## src/rtl/flash_audio_pkg.sv

```systemverilog
// rtl/flash_audio_pkg.sv - shared state type, constants and sample-select helper for the flash audio sequencer
package flash_audio_pkg;

  localparam int         SAMPLE_W         = 16;
  localparam logic [3:0] FLASH_BYTEENABLE = 4'hF;

  typedef enum logic [2:0] {
    ST_IDLE      = 3'd0,
    ST_REQ       = 3'd1,
    ST_WAIT_DATA = 3'd2,
    ST_PLAY0     = 3'd3,
    ST_PLAY1     = 3'd4,
    ST_STEP      = 3'd5
  } seq_state_e;

  // Forward playback emits the low half first; backward emits the high half first.
  function automatic logic [SAMPLE_W-1:0] pick_half(
    input logic [31:0] word,
    input logic        fwd,
    input logic        second
  );
    return (fwd ^ second) ? word[15:0] : word[31:16];
  endfunction

endpackage

```

## src/rtl/flash_addr_stepper.sv

```systemverilog
// rtl/flash_addr_stepper.sv - flash word address register with range wrap, direction and restart load
module flash_addr_stepper
  import flash_audio_pkg::*;
#(
  parameter int                ADDR_W     = 23,
  parameter logic [ADDR_W-1:0] START_ADDR = 23'h000000,
  parameter logic [ADDR_W-1:0] END_ADDR   = 23'h07FFFF
) (
  input  logic              clk,
  input  logic              reset,
  input  logic              load_i,
  input  logic              step_i,
  input  logic              dir_i,
  output logic [ADDR_W-1:0] addr_o
);

  logic [ADDR_W-1:0] addr_q;
  logic [ADDR_W-1:0] addr_d;

  // Limits are compared before moving, so the address never leaves the range.
  always_comb begin
    addr_d = addr_q;
    if (load_i) begin
      addr_d = dir_i ? START_ADDR : END_ADDR;
    end else if (step_i) begin
      if (dir_i) begin
        addr_d = (addr_q == END_ADDR) ? START_ADDR : addr_q + ADDR_W'(1);
      end else begin
        addr_d = (addr_q == START_ADDR) ? END_ADDR : addr_q - ADDR_W'(1);
      end
    end
  end

  always_ff @(posedge clk) begin
    if (reset) begin
      addr_q <= START_ADDR;
    end else begin
      addr_q <= addr_d;
    end
  end

  assign addr_o = addr_q;

endmodule

```

## src/rtl/flash_audio_sequencer.sv

```systemverilog
// rtl/flash_audio_sequencer.sv - reads 32-bit flash words and paces their 16-bit halves out as audio samples
module flash_audio_sequencer
  import flash_audio_pkg::*;
#(
  parameter int                ADDR_W     = 23,
  parameter logic [ADDR_W-1:0] START_ADDR = 23'h000000,
  parameter logic [ADDR_W-1:0] END_ADDR   = 23'h07FFFF
) (
  input  logic                clk,
  input  logic                reset,
  input  logic                sample_tick,
  input  logic                play,
  input  logic                dir,
  input  logic                restart,
  output logic                flash_mem_read,
  output logic [ADDR_W-1:0]   flash_mem_address,
  output logic [3:0]          flash_mem_byteenable,
  input  logic                flash_mem_waitrequest,
  input  logic [31:0]         flash_mem_readdata,
  input  logic                flash_mem_readdatavalid,
  output logic [SAMPLE_W-1:0] audio_out,
  output logic                audio_valid,
  output logic                underrun,
  output logic                busy
);

  seq_state_e          state_q;
  logic                read_q;
  logic                busy_q;
  logic                audio_valid_q;
  logic                underrun_q;
  logic                restart_pending_q;
  logic                word_dir_q;
  logic [31:0]         word_q;
  logic [SAMPLE_W-1:0] audio_q;

  logic tick_play;
  logic in_idle;
  logic in_step;
  logic starved;
  logic restart_now;
  logic addr_load;
  logic addr_step;

  assign tick_play   = sample_tick & play;
  assign in_idle     = (state_q == ST_IDLE);
  assign in_step     = (state_q == ST_STEP);
  assign starved     = (state_q == ST_REQ) | (state_q == ST_WAIT_DATA) | in_step;
  assign restart_now = restart_pending_q | restart;

  // A restart in IDLE moves the address at once; elsewhere it waits for STEP.
  assign addr_load = (in_idle & restart) | (in_step & restart_now);
  assign addr_step = in_step & ~restart_now;

  flash_addr_stepper #(
    .ADDR_W     (ADDR_W),
    .START_ADDR (START_ADDR),
    .END_ADDR   (END_ADDR)
  ) u_stepper (
    .clk    (clk),
    .reset  (reset),
    .load_i (addr_load),
    .step_i (addr_step),
    .dir_i  (dir),
    .addr_o (flash_mem_address)
  );

  always_ff @(posedge clk) begin
    if (reset) begin
      state_q           <= ST_IDLE;
      read_q            <= 1'b0;
      busy_q            <= 1'b0;
      audio_valid_q     <= 1'b0;
      underrun_q        <= 1'b0;
      restart_pending_q <= 1'b0;
      word_dir_q        <= 1'b1;
      word_q            <= '0;
      audio_q           <= '0;
    end else begin
      audio_valid_q <= 1'b0;
      underrun_q    <= 1'b0;

      if (restart && !in_idle && !in_step) begin
        restart_pending_q <= 1'b1;
      end

      if (tick_play && starved) begin
        underrun_q <= 1'b1;
      end

      case (state_q)
        ST_IDLE: begin
          if (play) begin
            state_q <= ST_REQ;
            read_q  <= 1'b1;
            busy_q  <= 1'b1;
          end
        end

        // The Avalon request is held until accepted, whatever play does.
        ST_REQ: begin
          if (!flash_mem_waitrequest) begin
            state_q <= ST_WAIT_DATA;
            read_q  <= 1'b0;
          end
        end

        ST_WAIT_DATA: begin
          if (flash_mem_readdatavalid) begin
            state_q    <= ST_PLAY0;
            word_q     <= flash_mem_readdata;
            word_dir_q <= dir;
          end
        end

        ST_PLAY0, ST_PLAY1: begin
          if (tick_play) begin
            audio_q       <= pick_half(word_q, word_dir_q, state_q == ST_PLAY1);
            audio_valid_q <= 1'b1;
            state_q       <= (state_q == ST_PLAY0) ? ST_PLAY1 : ST_STEP;
          end
        end

        ST_STEP: begin
          restart_pending_q <= 1'b0;
          if (play) begin
            state_q <= ST_REQ;
            read_q  <= 1'b1;
          end else begin
            state_q <= ST_IDLE;
            busy_q  <= 1'b0;
          end
        end

        default: begin
          state_q <= ST_IDLE;
          read_q  <= 1'b0;
          busy_q  <= 1'b0;
        end
      endcase
    end
  end

  assign flash_mem_read       = read_q;
  assign flash_mem_byteenable = FLASH_BYTEENABLE;
  assign audio_out            = audio_q;
  assign audio_valid          = audio_valid_q;
  assign underrun             = underrun_q;
  assign busy                 = busy_q;

endmodule

```

## config.mk

```make
export PLATFORM = sky130hd
export DESIGN_NAME = flash_audio_sequencer
export DESIGN_NICKNAME = d
export VERILOG_FILES = /design/src/rtl/flash_audio_pkg.sv /design/src/rtl/flash_addr_stepper.sv /design/src/rtl/flash_audio_sequencer.sv
export SDC_FILE = /design/constraint.sdc
export NUM_CORES = 1
export LEC_CHECK = 0
export BUFFER_PORTS_ARGS = -buffer_cell sky130_fd_sc_hd__buf_4
export CORE_AREA = 2 2 136 138
export DETAILED_ROUTE_END_ITERATION = 10
export DIE_AREA = 0 0 138 140
export HOLD_SLACK_MARGIN = 0.03
export PLACE_DENSITY_LB_ADDON = 0.05
export RECOVER_POWER = 100
export SKIP_LAST_GASP = 1
export SYNTH_ARGS = -nofsm -noshare
export SYNTH_HDL_FRONTEND = slang
export SYNTH_SLANG_ARGS = --single-unit
```

## constraint.sdc

```tcl
create_clock -name clk -period 3.1 [get_ports clk]
set_input_delay 0.31 -clock clk [delete_from_list [all_inputs] [get_ports clk]]
set_output_delay 0.31 -clock clk [all_outputs]
set_load 0.05 [all_outputs]
```

==> results of run 1 <==
-- metal layers --
| metal | part of all wire | routed length [µm] | up-vias | track usage |
|---|---|---|---|---|
| met5 | 0 | 0 | - | 0 |
| met4 | 0.016 | 230 | 0 | 0.0521 |
| met3 | 0.059 | 874 | 17 | 0.0400 |
| met2 | 0.48 | 7130 | 123 | 0.254 |
| met1 | 0.44 | 6580 | 2140 | 0.193 |
| li1 | - | - | 2198 | - |
-- cell families after synthesis --
| family | after synthesis | synth area share |
|---|---|---|
| AOI/OAI and AO/OA | 158 | 0.225 |
| xor gates and xnor gates | 14 | 0.0279 |
| adders and majority gates | 3 | 0.00854 |
| buffers and inverters | 65 | 0.0634 |
| DFF | 80 | 0.364 |
| muxes | 18 | 0.0410 |
| other | 1 | 0.000853 |
| and+or+nand+nor | 240 | 0.269 |
-- flip-flops by register name, indices dropped and copies added, names as in the netlist --
register and count:
word_q 32, u_stepper.addr_o 23, audio_out 16, state_q 3, audio_valid 1, busy 1, flash_mem_read 1, restart_pending_q 1
underrun 1, word_dir_q 1
-- synth_stat cells, types with 2 or more instances --
cell      instances
a311oi_1          3
a31oi_1          13
nor4_1            6
a21oi_1          59
nor4b_1           2
xnor2_1           7
nand2_1          92
nor3_1           21
a221oi_1          2
nand3_1          18
and4_1            7
nand3b_1          3
nand2b_1          4
ha_1              3
a21o_1            3
o221a_2           2
xor2_1            7
or3b_2            4
a211o_1           2
o211ai_1          3
and2_1            7
mux2i_1          18
o22ai_1           5
clkbuf_1         38
dfxtp_1          80
nor2b_1           5
or3_1             5
nor2_1           40
or4_1             3
buf_4             4
o21a_1            2
a211oi_1         21
nand4_1          12
buf_2            10
o31ai_1           3
and3_1            5
inv_1            11
o21ai_0          26
a311o_1           2
-- report_power, final --
group,switching [mW],internal (mW)
Sequential,0.363,1.29
Combinational,2.33,1.10
Clock,0.462,0.649
Total,3.16,3.04
-- worst paths after layout --
path | startpoint | endpoint
max | u_stepper.addr_o[8]$_SDFFE_PP0P_ | u_stepper.addr_o[18]$_SDFFE_PP0P_
min | flash_mem_readdata[15] | word_q[15]$_SDFFE_PP0P_
max reg2reg | u_stepper.addr_o[8]$_SDFFE_PP0P_ | u_stepper.addr_o[18]$_SDFFE_PP0P_
min reg2reg | word_q[24]$_SDFFE_PP0P_ | word_q[24]$_SDFFE_PP0P_
-- cells in the final DEF, fill, tap and decap left out, types with 11 or more instances in the layout --
cell      netlist  routed
a211oi_1       21      21
nand4_1        12      12
clkbuf_1       38      43
o21ai_0        26      26
mux2i_1        18      18
nand2_1        92      92
dfxtp_1        80      80
nand3_1        18      18
inv_1          11      11
a31oi_1        13      13
nor2_1         40      40
a21oi_1        59      59
buf_4           4      59
nor3_1         21      21
-- worst max-delay path, stage by stage, from the launching register on --
cell      delay, ps
dfxtp_1         440
or4_1           670
nor4_4          500
and2_0          280
and2b_1         140
o211ai_1         80
a311o_1         370
-- per-stage QoR --
stage / instance area, µm² / hold WS, ps / worst slack (ps) / utilization
6_report: 5380 / 207 / 499 / 0.302
4_1_cts: 5540 / 194 / 533 / 0.312
3_5_place_dp: 5240 / 447 / 551 / 0.295
2_1_floorplan: 4410 / 436 / 520 / -
3_3_place_gp: 5240 / 443 / 601 / 0.295
5_1_grt: 5380 / 195 / 239 / 0.302
-- layout make-up --
| cell class | count | area, µm² |
|---|---|---|
| clock inverter | 6 | 66.3 |
| clock buffer | 10 | 239 |
| timing repair buffer | 103 | 609 |
| tap | 229 | 287 |
| fill | 2015 | 12400 |
| multi-input combinational | 437 | 2530 |
| inverter | 11 | 41.3 |
| sequential | 80 | 1600 |
==> key figures, run 1 <==
Status
  – Status: finished clean

Drt
  – Via-to-Cell Ratio: 5.11
  – Final WL: 14,800 µm
  – Routed Antenna Nets: 0
  – Detailed router's first-iteration violation count: 172
  – Detailed Routing Iterations Pass 1: 4
  – # DRC: 0
  – Via count: 4,478
  – Avg WL per Cell: 16.9 µm

STA
  – Finish-stage setup viols: 0
  – Slew @ Worst Pin: 904 ps
  – Final min period: 2600 ps
  – Final period utilization: 0.839
  – Final Max Slew Viols: 0
  – Final Hold Viols: 0
  – RSZ-0062 raised after global routing: no
  – Fmax: 0.384 GHz
  – Final setup skew: 5.41 ps
  – Setup TNS: 0 ps
  – Relative slew slack: 0.394

Yosys
  – Seq cells post-synth: 80
  – Synth top area cells: dfxtp_1 36%, nand2_1 7.9%, a21oi_1 6.7%
  – Post-Syn Area: 4400 µm²
  – Ys flop type: dfxtp_1
  – Yosys top cell by area: dfxtp_1
  – Cell variety after synth: 60
  – Syn Area/Cell: 7.60 µm²
  – Asr flop ratio synth: 0
  – Seq/Total Area, Yosys: 0.364
  – Synth warn: 0
  – Synthesized instance count: 579
  – Post-synth EDFFs: 0
  – Share of the synthesized area in the top cell type: 0.364

Global route
  – Antenna violations before repair: 0
  – Gr usage total: 0.153
  – Total gr overflow: 0
  – Vias in the first global route: 4,428
  – Largest net degree at the start of global routing: 75
  – First-pass GRT wire length: 24,000 µm

Clocking
  – H-tree Lvls: 3
  – Total CTS buffers: 9
  – Register clock-pin slew on the reported worst setup and hold paths: 60 ps
  – Hold-fix buffers, CTS: 0
  – Cts repair resizes: 0
  – Clock Sinks: 80
  – TritonCTS clock tree: built
  – CTS Buffer Depth: 2
  – Root Driver: clkbuf_16
  – Post-CTS Setup Bufs: 0
  – Later-pin clock latency in the skew report: 350 ps

Floorplanning
  – Horiz. Die Dim: 138 µm
  – IO Count: 87
  – Die area: 19,300 µm²
  – Effective utilization at floorplan: 0.247
  – Num rows: 49
  – Die height: 140 µm
  – Core Region: 17,800 µm²

Place
  – Port Buf Inserts: 82
  – GPL Wtd Cong: 0.810
  – DP Cell Count: 860
  – Dpl hpwl: 10,200 µm

Worst setup path
  – Setup crit start kind: register
  – Crit Path Max Fanout: 13
  – Crit. End Element: register
  – Setup slack, reg-to-reg: 500 ps
  – WS Path Type: reg -> reg
  – Arrival @ worst endpoint: 2830 ps
  – R2R depth: 6
  – Data required time at the worst endpoint: 3330 ps

Layout
  – Layout area overhead: 22.2%
  – Ant diodes: 0
  – Layout cells sized above 1: 0.131
  – Final net count: 685
  – Layout Cells excl Fill: 876

Run
  – Maxcap violations: 0

Pwr
  – Final Power: 6.20 mW
  – Max IR drop VDD: 428 µV
  – Power Dens Cells: 1150 nW/µm²
  – Pleak: 1.86 nW

Min path
  – Min-Delay Path Depth: 3
  – Worst Hold Class: in -> reg
No activity file was read; power rests on OpenSTA's default activity.
==> run 2: changes to the inputs <==
- ABC_AREA: not set -> 1
- CORE_AREA: 2 2 136 138 -> 2 2 145 147
- DIE_AREA: 0 0 138 140 -> 0 0 147 149
- clock period: 3.1 -> 2.5 ns (I/O delays scaled with it)
==> key figures, run 2 <==
Status
  – Status: finished clean (unchanged)

Drt
  – Via-to-Cell Ratio: 4.63 (was 5.11)
  – Detailed router's first-iteration violation count: 298 (was 172)
  – Final WL: 18,600 µm (was 14,800 µm)
  – Routed Antenna Nets: 0 (unchanged)
  – Avg WL per Cell: 16.1 µm (was 16.9 µm)
  – Via count: 5,345 (was 4,478)
  – Detailed Routing Iterations Pass 1: 5 (was 4)
  – # DRC: 0 (unchanged)

Floorplanning
  – Core Region: 20,600 µm² (was 17,800 µm²)
  – Horiz. Die Dim: 147 µm (was 138 µm)
  – IO Count: 87 (unchanged)
  – Effective utilization at floorplan: 0.244 (was 0.247)
  – Die area: 21,900 µm² (was 19,300 µm²)
  – Die height: 149 µm (was 140 µm)
  – Num rows: 53 (was 49)

STA
  – Final min period: 2220 ps (was 2600 ps)
  – Final Hold Viols: 0 (unchanged)
  – Setup TNS: 0 ps (unchanged)
  – RSZ-0062 raised after global routing: no (unchanged)
  – Final setup skew: 6.52 ps (was 5.41 ps)
  – Slew @ Worst Pin: 742 ps (was 904 ps)
  – Fmax: 0.450 GHz (was 0.384 GHz)
  – Relative slew slack: 0.505 (was 0.394)
  – Finish-stage setup viols: 0 (unchanged)
  – Final Max Slew Viols: 0 (unchanged)
  – Final period utilization: 0.889 (was 0.839)

Worst setup path
  – Crit Path Max Fanout: 6 (was 13)
  – Setup slack, reg-to-reg: 280 ps (was 500 ps)
  – Crit path from: u_stepper.addr_o[1]$_SDFFE_PP0P_ (was u_stepper.addr_o[8]$_SDFFE_PP0P_)
  – Reg2reg start: u_stepper.addr_o[1]$_SDFFE_PP0P_ (was u_stepper.addr_o[8]$_SDFFE_PP0P_)
  – WP depth: 10 (was 6)
  – Critical-path cell list: ha_1, nand2_1, nor2_2, nand2_1, nor2_1, nand2_1, nand3_1, nand2_1, nand3_1, a21oi_1 (was or4_1, nor4_4, and2_0, and2b_1, o211ai_1, a311o_1)
  – Setup crit start kind: register (unchanged)
  – Critical Path Most Common Cell: nand2_1
  – R2R depth: 10 (was 6)
  – Critical Path End: u_stepper.addr_o[19]$_SDFFE_PP0P_ (was u_stepper.addr_o[18]$_SDFFE_PP0P_)
  – CP max stage delay: 470 ps (was 670 ps)
  – Critical-path top delay cell: dfxtp_1 (was or4_1)
  – Largest delay share family, worst path: simple AND/OR/NAND/NOR gates (unchanged)
  – Crit. End Element: register (unchanged)
  – FF-to-FF End: u_stepper.addr_o[19]$_SDFFE_PP0P_ (was u_stepper.addr_o[18]$_SDFFE_PP0P_)
  – Worst path buffer plus inverter count: 0 (unchanged)
  – Data required time at the worst endpoint: 2720 ps (was 3330 ps)
  – WS Path Type: reg -> reg (unchanged)
  – Arrival @ worst endpoint: 2440 ps (was 2830 ps)

Pwr
  – Combinational Power Share: 0.546 (was 0.554)
  – Int Pwr: 3.57 mW (was 3.04 mW)
  – Max IR drop VDD: 367 µV (was 428 µV)
  – Final Power: 7.55 mW (was 6.20 mW)
  – Pleak: 2.61 nW (was 1.86 nW)
  – Net Sw Frac: 0.528 (was 0.509)
  – Sequential power share: 0.253 (was 0.267)
  – Power Dens Cells: 1260 nW/µm² (was 1150 nW/µm²)
  – Net Sw Power: 3.98 mW (was 3.16 mW)
  – Clock share of power: 0.201 (was 0.179)

Place
  – Port Buf Inserts: 82 (unchanged)
  – Area after DPL: 5860 µm² (was 5240 µm²)
  – DP Cell Count: 1,139 (was 860)
  – GPL Wtd Cong: 0.860 (was 0.810)
  – Dpl hpwl: 13,100 µm (was 10,200 µm)

Clocking
  – Cts repair resizes: 0 (unchanged)
  – Root Driver: clkbuf_16 (unchanged)
  – Register clock-pin slew on the reported worst setup and hold paths: 70 ps (was 60 ps)
  – Hold-fix buffers, CTS: 0 (unchanged)
  – Post-CTS Setup Bufs: 0 (unchanged)
  – Total CTS buffers: 9 (unchanged)
  – CTS Buffer Depth: 2 (unchanged)
  – Clock Sinks: 80 (unchanged)
  – TritonCTS clock tree: built (unchanged)
  – Later-pin clock latency in the skew report: 350 ps (about the same)
  – H-tree Lvls: 3 (unchanged)

Layout
  – Layout cells sized above 1: 0.119 (was 0.131)
  – Biggest register: word_q (unchanged)
  – Final core utilization: 0.292 (was 0.302)
  – Commonest non-fill, non-tap cell in the layout: nand2_1 (unchanged)
  – Max reg flops: 32 (unchanged)
  – Fill count: 2,420 (was 2,015)
  – Final net count: 918 (was 685)
  – Layout Cells excl Fill: 1,155 (was 876)
  – Post-route cell area: 6000 µm² (was 5380 µm²)
  – Most frequent cells in the layout: 255 x nand2_1, 95 x nand3_1, 83 x inv_1, 80 x dfxtp_1, 66 x nor2_1 (was 92 x nand2_1, 80 x dfxtp_1, 59 x a21oi_1, 59 x buf_4, 43 x clkbuf_1)
  – Ant diodes: 0 (unchanged)
  – Layout area overhead: 19.6% (was 22.2%)

Global route
  – Largest net degree at the start of global routing: 43 (was 75)
  – Antenna violations before repair: 0 (unchanged)
  – Vias in the first global route: 5,107 (was 4,428)
  – First-pass GRT wire length: 29,000 µm (was 24,000 µm)
  – Total gr overflow: 0 (unchanged)
  – Gr usage total: 0.172 (was 0.153)

Yosys
  – Seq cells post-synth: 80 (unchanged)
  – Asr flop ratio synth: 0 (unchanged)
  – Post-Syn Area: 5010 µm² (was 4400 µm²)
  – Synthesized instance count: 807 (was 579)
  – Ys flop type: dfxtp_1 (unchanged)
  – Synth top cells by count: 254 x nand2_1, 94 x nand3_1, 80 x dfxtp_1, 80 x inv_1, 64 x nor2_1 (was 92 x nand2_1, 80 x dfxtp_1, 59 x a21oi_1)
  – Synth top area cells: dfxtp_1 32%, nand2_1 19%, nand3_1 9.4% (was dfxtp_1 36%, nand2_1 7.9%, a21oi_1 6.7%)
  – Synth warn: 0 (unchanged)
  – Yosys top cell by area: dfxtp_1 (unchanged)
  – Post-synth EDFFs: 0 (unchanged)
  – Cell with the most instances after synthesis: nand2_1 (unchanged)
  – Cell variety after synth: 35 (was 60)
  – Syn Area/Cell: 6.21 µm² (was 7.60 µm²)
  – Seq/Total Area, Yosys: 0.319 (was 0.364)
  – Share of the synthesized area in the top cell type: 0.319 (was 0.364)

Min path
  – Worst Hold Class: in -> reg (unchanged)
  – Min-Delay Path Depth: 3 (unchanged)

Run
  – Maxcap violations: 0 (unchanged)
run 2: changes by cell type after synthesis, sizes merged, moves of 21 or more:
| cell | before | now |
|---|---|---|
| a211oi | 21 | 0 |
| nor2 | 40 | 84 |
| nand2 | 92 | 260 |
| inv | 11 | 90 |
| clkbuf | 38 | 15 |
| nand3 | 18 | 99 |
run 2: worst min path at each step:
stage,start,to,slack (ps)
final,flash_mem_readdata[10],word_q[10]$_SDFFE_PP0P_,150
after global routing,flash_mem_readdata[31],word_q[31]$_SDFFE_PP0P_,150
after CTS,flash_mem_readdata[7],word_q[7]$_SDFFE_PP0P_,140
after detailed placement,word_q[22]$_SDFFE_PP0P_,word_q[22]$_SDFFE_PP0P_,460
after global placement,word_q[29]$_SDFFE_PP0P_,word_q[29]$_SDFFE_PP0P_,450
after floorplan,flash_mem_readdata[10],word_q[10]$_SDFFE_PP0P_,390
run 2: area by class of cell:
cell class / instances / area, µm² / area share
Clock buffer: 9 / 225 / 0.0375
Clock inverter: 7 / 101 / 0.0169
Inverter: 94 / 354 / 0.0590
Multi-Input combinational cell: 594 / 2820 / 0.470
Sequential cell: 80 / 1600 / 0.267
Tap cell: 275 / 344 / 0.0574
Timing Repair Buffer: 96 / 554 / 0.0924
run 2: metrics by stage:
| stage | worst slack, ps | hold slack, ps |
|---|---|---|
| detailed placement | 270 | 456 |
| global route | 61.5 | 155 |
| finish | 279 | 154 |
| CTS | 258 | 141 |
| global placement | 264 | 452 |
| floorplan | 571 | 394 |
run 2: per-layer routing:
layer  vias up  share of wire  global-route usage
li1       2721              -                   -
met1      2494           0.48               0.230
met2       109           0.47               0.291
met3        21          0.034              0.0205
met4         0          0.016              0.0529
met5         -              0                   0
run 2: power groups by stage:
stage	Sequential, mW	Clock [mW]	Combinational [mW]
final	1.91	1.52	4.12
after global routing	1.95	1.62	4.57
after CTS	1.91	1.57	4.34
after detailed placement	1.94	0	4.33
after global placement	1.94	0	4.35
after floorplan	2.27	0	2.82
run 2: worst register-to-register path: cells and delay by family, from the launching register on:
family          cells  cell delay [ps]
simple gates        8             1350
flops               1              470
compound gates      1               60
fa+ha+maj           1              220
run 2: cell families after synthesis:
family / synth area share
adder cells (fa/ha/maj): 0.00749
AND/OR/NAND/NOR: 0.421
other: 0.000748
flip-flops: 0.319
buffers and inverters: 0.117
AO/OA/AOI/OAI: 0.112
XOR/XNOR: 0.0227
==> run 3: changes to the inputs <==
- CAP_MARGIN: not set -> 0
- clock period: 2.5 -> 1.9 ns (I/O delays scaled with it)
==> key figures, run 3 (same netlist as run 2, synthesis figures left out) <==
Worst setup path
  – Arrival @ worst endpoint: 2070 ps (was 2440 ps)
  – WS Path Type: reg -> reg (unchanged)
  – Crit. End Element: register (unchanged)
  – FF-to-FF End: u_stepper.addr_o[6]$_SDFFE_PP0P_ (was u_stepper.addr_o[19]$_SDFFE_PP0P_)
  – Critical-path cell list: buf_4, nor2_1, nand2_2, nor2_4, nand3_4, buf_6, nand3_1, nand2_1, nand3_1, nand3_1, inv_2 (was ha_1, nand2_1, nor2_2, nand2_1, nor2_1, nand2_1, nand3_1, nand2_1, nand3_1, a21oi_1)
  – Setup crit start kind: register (unchanged)
  – R2R depth: 11 (was 10)
  – Reg2reg start: u_stepper.addr_o[4]$_SDFFE_PP0P_ (was u_stepper.addr_o[1]$_SDFFE_PP0P_)
  – Critical Path Most Common Cell: nand3_1 (was nand2_1)
  – Critical-path top delay cell: dfxtp_1 (unchanged)
  – CP max stage delay: 390 ps (was 470 ps)
  – Data required time at the worst endpoint: 2190 ps (was 2720 ps)
  – Setup slack, reg-to-reg: 120 ps (was 280 ps)
  – Crit Path Max Fanout: 9 (was 6)
  – Worst path buffer plus inverter count: 3 (was 0)
  – Largest delay share family, worst path: simple AND/OR/NAND/NOR gates (unchanged)

Place
  – Port Buf Inserts: 82 (unchanged)
  – Dpl hpwl: 13,600 µm (was 13,100 µm)
  – DP Cell Count: 1,171 (was 1,139)
  – GPL Wtd Cong: 0.886 (was 0.860)
  – Area after DPL: 6130 µm² (was 5860 µm²)
  – Pre-CTS setup slack: -3.15 ps (was 270 ps)

Drt
  – Avg WL per Cell: 15.3 µm (was 16.1 µm)
  – Final WL: 18,400 µm (was 18,600 µm)
  – Via-to-Cell Ratio: 4.54 (was 4.63)
  – Routed Antenna Nets: 0 (unchanged)
  – Detailed Routing Iterations Pass 1: 4 (was 5)
  – Via count: 5,432 (was 5,345)
  – Detailed router's first-iteration violation count: 278 (was 298)
  – # DRC: 0 (unchanged)

Clocking
  – Root Driver: clkbuf_16 (unchanged)
  – TritonCTS clock tree: built (unchanged)
  – Register clock-pin slew on the reported worst setup and hold paths: 70 ps (about the same)
  – Clock Sinks: 80 (unchanged)
  – CTS Buffer Depth: 2 (unchanged)
  – Total CTS buffers: 9 (unchanged)
  – Later-pin clock latency in the skew report: 340 ps (was 350 ps)
  – H-tree Lvls: 3 (unchanged)

Min path
  – Min-Delay Path Depth: 3 (unchanged)
  – Hold Path Sink: word_q[11]$_SDFFE_PP0P_ (was word_q[10]$_SDFFE_PP0P_)
  – Worst Hold Class: in -> reg (unchanged)
  – Hold path start: flash_mem_readdata[11] (was flash_mem_readdata[10])

Global route
  – Gr usage total: 0.170 (was 0.172)
  – Antenna violations before repair: 0 (unchanged)
  – Vias in the first global route: 5,469 (was 5,107)
  – Largest net degree at the start of global routing: 43 (unchanged)
  – First-pass GRT wire length: 29,200 µm (was 29,000 µm)
  – Total gr overflow: 0 (unchanged)

STA
  – Final hold slack: 100 ps (was 154 ps)
  – Final period utilization: 0.938 (was 0.889)
  – Final min period: 1780 ps (was 2220 ps)
  – RSZ-0062 raised after global routing: yes (was no)
  – Min setup slack post-route: 118 ps (was 279 ps)
  – Slew @ Worst Pin: 660 ps (was 742 ps)
  – Setup TNS: 0 ps (unchanged)
  – Final setup skew: 7.35 ps (was 6.52 ps)
  – Relative slew slack: 0.562 (was 0.505)
  – Finish-stage setup viols: 0 (unchanged)
  – Fmax: 0.561 GHz (was 0.450 GHz)
  – Final Hold Viols: 0 (unchanged)
  – Final Max Slew Viols: 0 (unchanged)

Pwr
  – Pleak: 2.81 nW (was 2.61 nW)
  – Max IR drop VDD: 436 µV (was 367 µV)
  – Final Power: 10.2 mW (was 7.55 mW)
  – Power Dens Cells: 1600 nW/µm² (was 1260 nW/µm²)

Floorplanning
  – Horiz. Die Dim: 147 µm (unchanged)
  – Effective utilization at floorplan: 0.244 (unchanged)
  – Die height: 149 µm (unchanged)
  – Core Region: 20,600 µm² (unchanged)
  – Die area: 21,900 µm² (unchanged)
  – Num rows: 53 (unchanged)
  – IO Count: 87 (unchanged)

Layout
  – Final net count: 959 (was 918)
  – Biggest register: word_q (unchanged)
  – Max reg flops: 32 (unchanged)
  – Layout cells sized above 1: 0.181 (was 0.119)
  – Layout Cells excl Fill: 1,196 (was 1,155)
  – Most frequent cells in the layout: 252 x nand2_1, 94 x nand3_1, 87 x buf_4, 80 x inv_1, 75 x dfxtp_1 (was 255 x nand2_1, 95 x nand3_1, 83 x inv_1, 80 x dfxtp_1, 66 x nor2_1)
  – Ant diodes: 0 (unchanged)
  – Layout area overhead: 26.7% (was 19.6%)
  – Final core utilization: 0.309 (was 0.292)
  – Commonest non-fill, non-tap cell in the layout: nand2_1 (unchanged)
  – Post-route cell area: 6360 µm² (was 6000 µm²)

Run
  – Maxcap violations: 0 (unchanged)

Status
  – Status: finished clean (unchanged)
==> run 3: changes by cell type in the layout (fill, tap and decap cells not counted), moves of 3 or more <==
cell,change
nor2_4,+4
nor2_1,-3
inv_2,+3
inv_1,-3
nand2_1,-3
clkbuf_4,+3
dfxtp_1,-5
dfxtp_2,+4
buf_4,+36
==> run 3: cell type report <==
| cell class | count | area [µm²] |
|---|---|---|
| Multi-Input combinational cell | 594 | 2880 |
| Inverter | 94 | 358 |
| Timing Repair Buffer | 137 | 881 |
| Sequential cell | 80 | 1610 |
| Clock inverter | 7 | 55.1 |
| Tap cell | 275 | 344 |
| Fill cell | 2368 | 14200 |
| Clock buffer | 9 | 225 |
==> run 3: timing repair <==
action / 4_1_cts / 5_1_grt
hold buffers: 0 / 0
gates resized for setup: 1 / 17
pin swaps: 0 / 2
buffers inserted: 0 / 9
setup endpoints to repair: 2 / 20
cloned: 0 / 0
==> run 3: worst max-delay path by stage <==
| stage | startpoint | to | cells after the start |
|---|---|---|---|
| detailed placement | u_stepper.addr_o[0]$_SDFFE_PP0P_ | u_stepper.addr_o[8]$_SDFFE_PP0P_ | 11 |
| floorplan | u_stepper.addr_o[5]$_SDFFE_PP0P_ | u_stepper.addr_o[9]$_SDFFE_PP0P_ | 10 |
| global route | u_stepper.addr_o[4]$_SDFFE_PP0P_ | u_stepper.addr_o[6]$_SDFFE_PP0P_ | 10 |
| global placement | u_stepper.addr_o[0]$_SDFFE_PP0P_ | u_stepper.addr_o[8]$_SDFFE_PP0P_ | 11 |
| CTS | u_stepper.addr_o[0]$_SDFFE_PP0P_ | u_stepper.addr_o[8]$_SDFFE_PP0P_ | 11 |
| finish | u_stepper.addr_o[4]$_SDFFE_PP0P_ | u_stepper.addr_o[6]$_SDFFE_PP0P_ | 11 |
==> run 3: layer usage <==
layer | track usage | vias to the layer above | part of all wire
met5 | 0 | - | 0
met4 | 0.0567 | 0 | 0.022
met3 | 0.0263 | 24 | 0.047
met2 | 0.296 | 144 | 0.48
met1 | 0.215 | 2471 | 0.45
li1 | - | 2793 | -
==> run 3: tightest hold or removal path: stages <==
cell     delay, ps
buf_4          110
nand2_1         50
a21oi_1         50
==> run 3: report_power, final <==
| group | internal [mW] | switching, mW |
|---|---|---|
| combinational | 1.90 | 4.12 |
| sequential | 2.01 | 0.416 |
| clock | 0.901 | 0.809 |
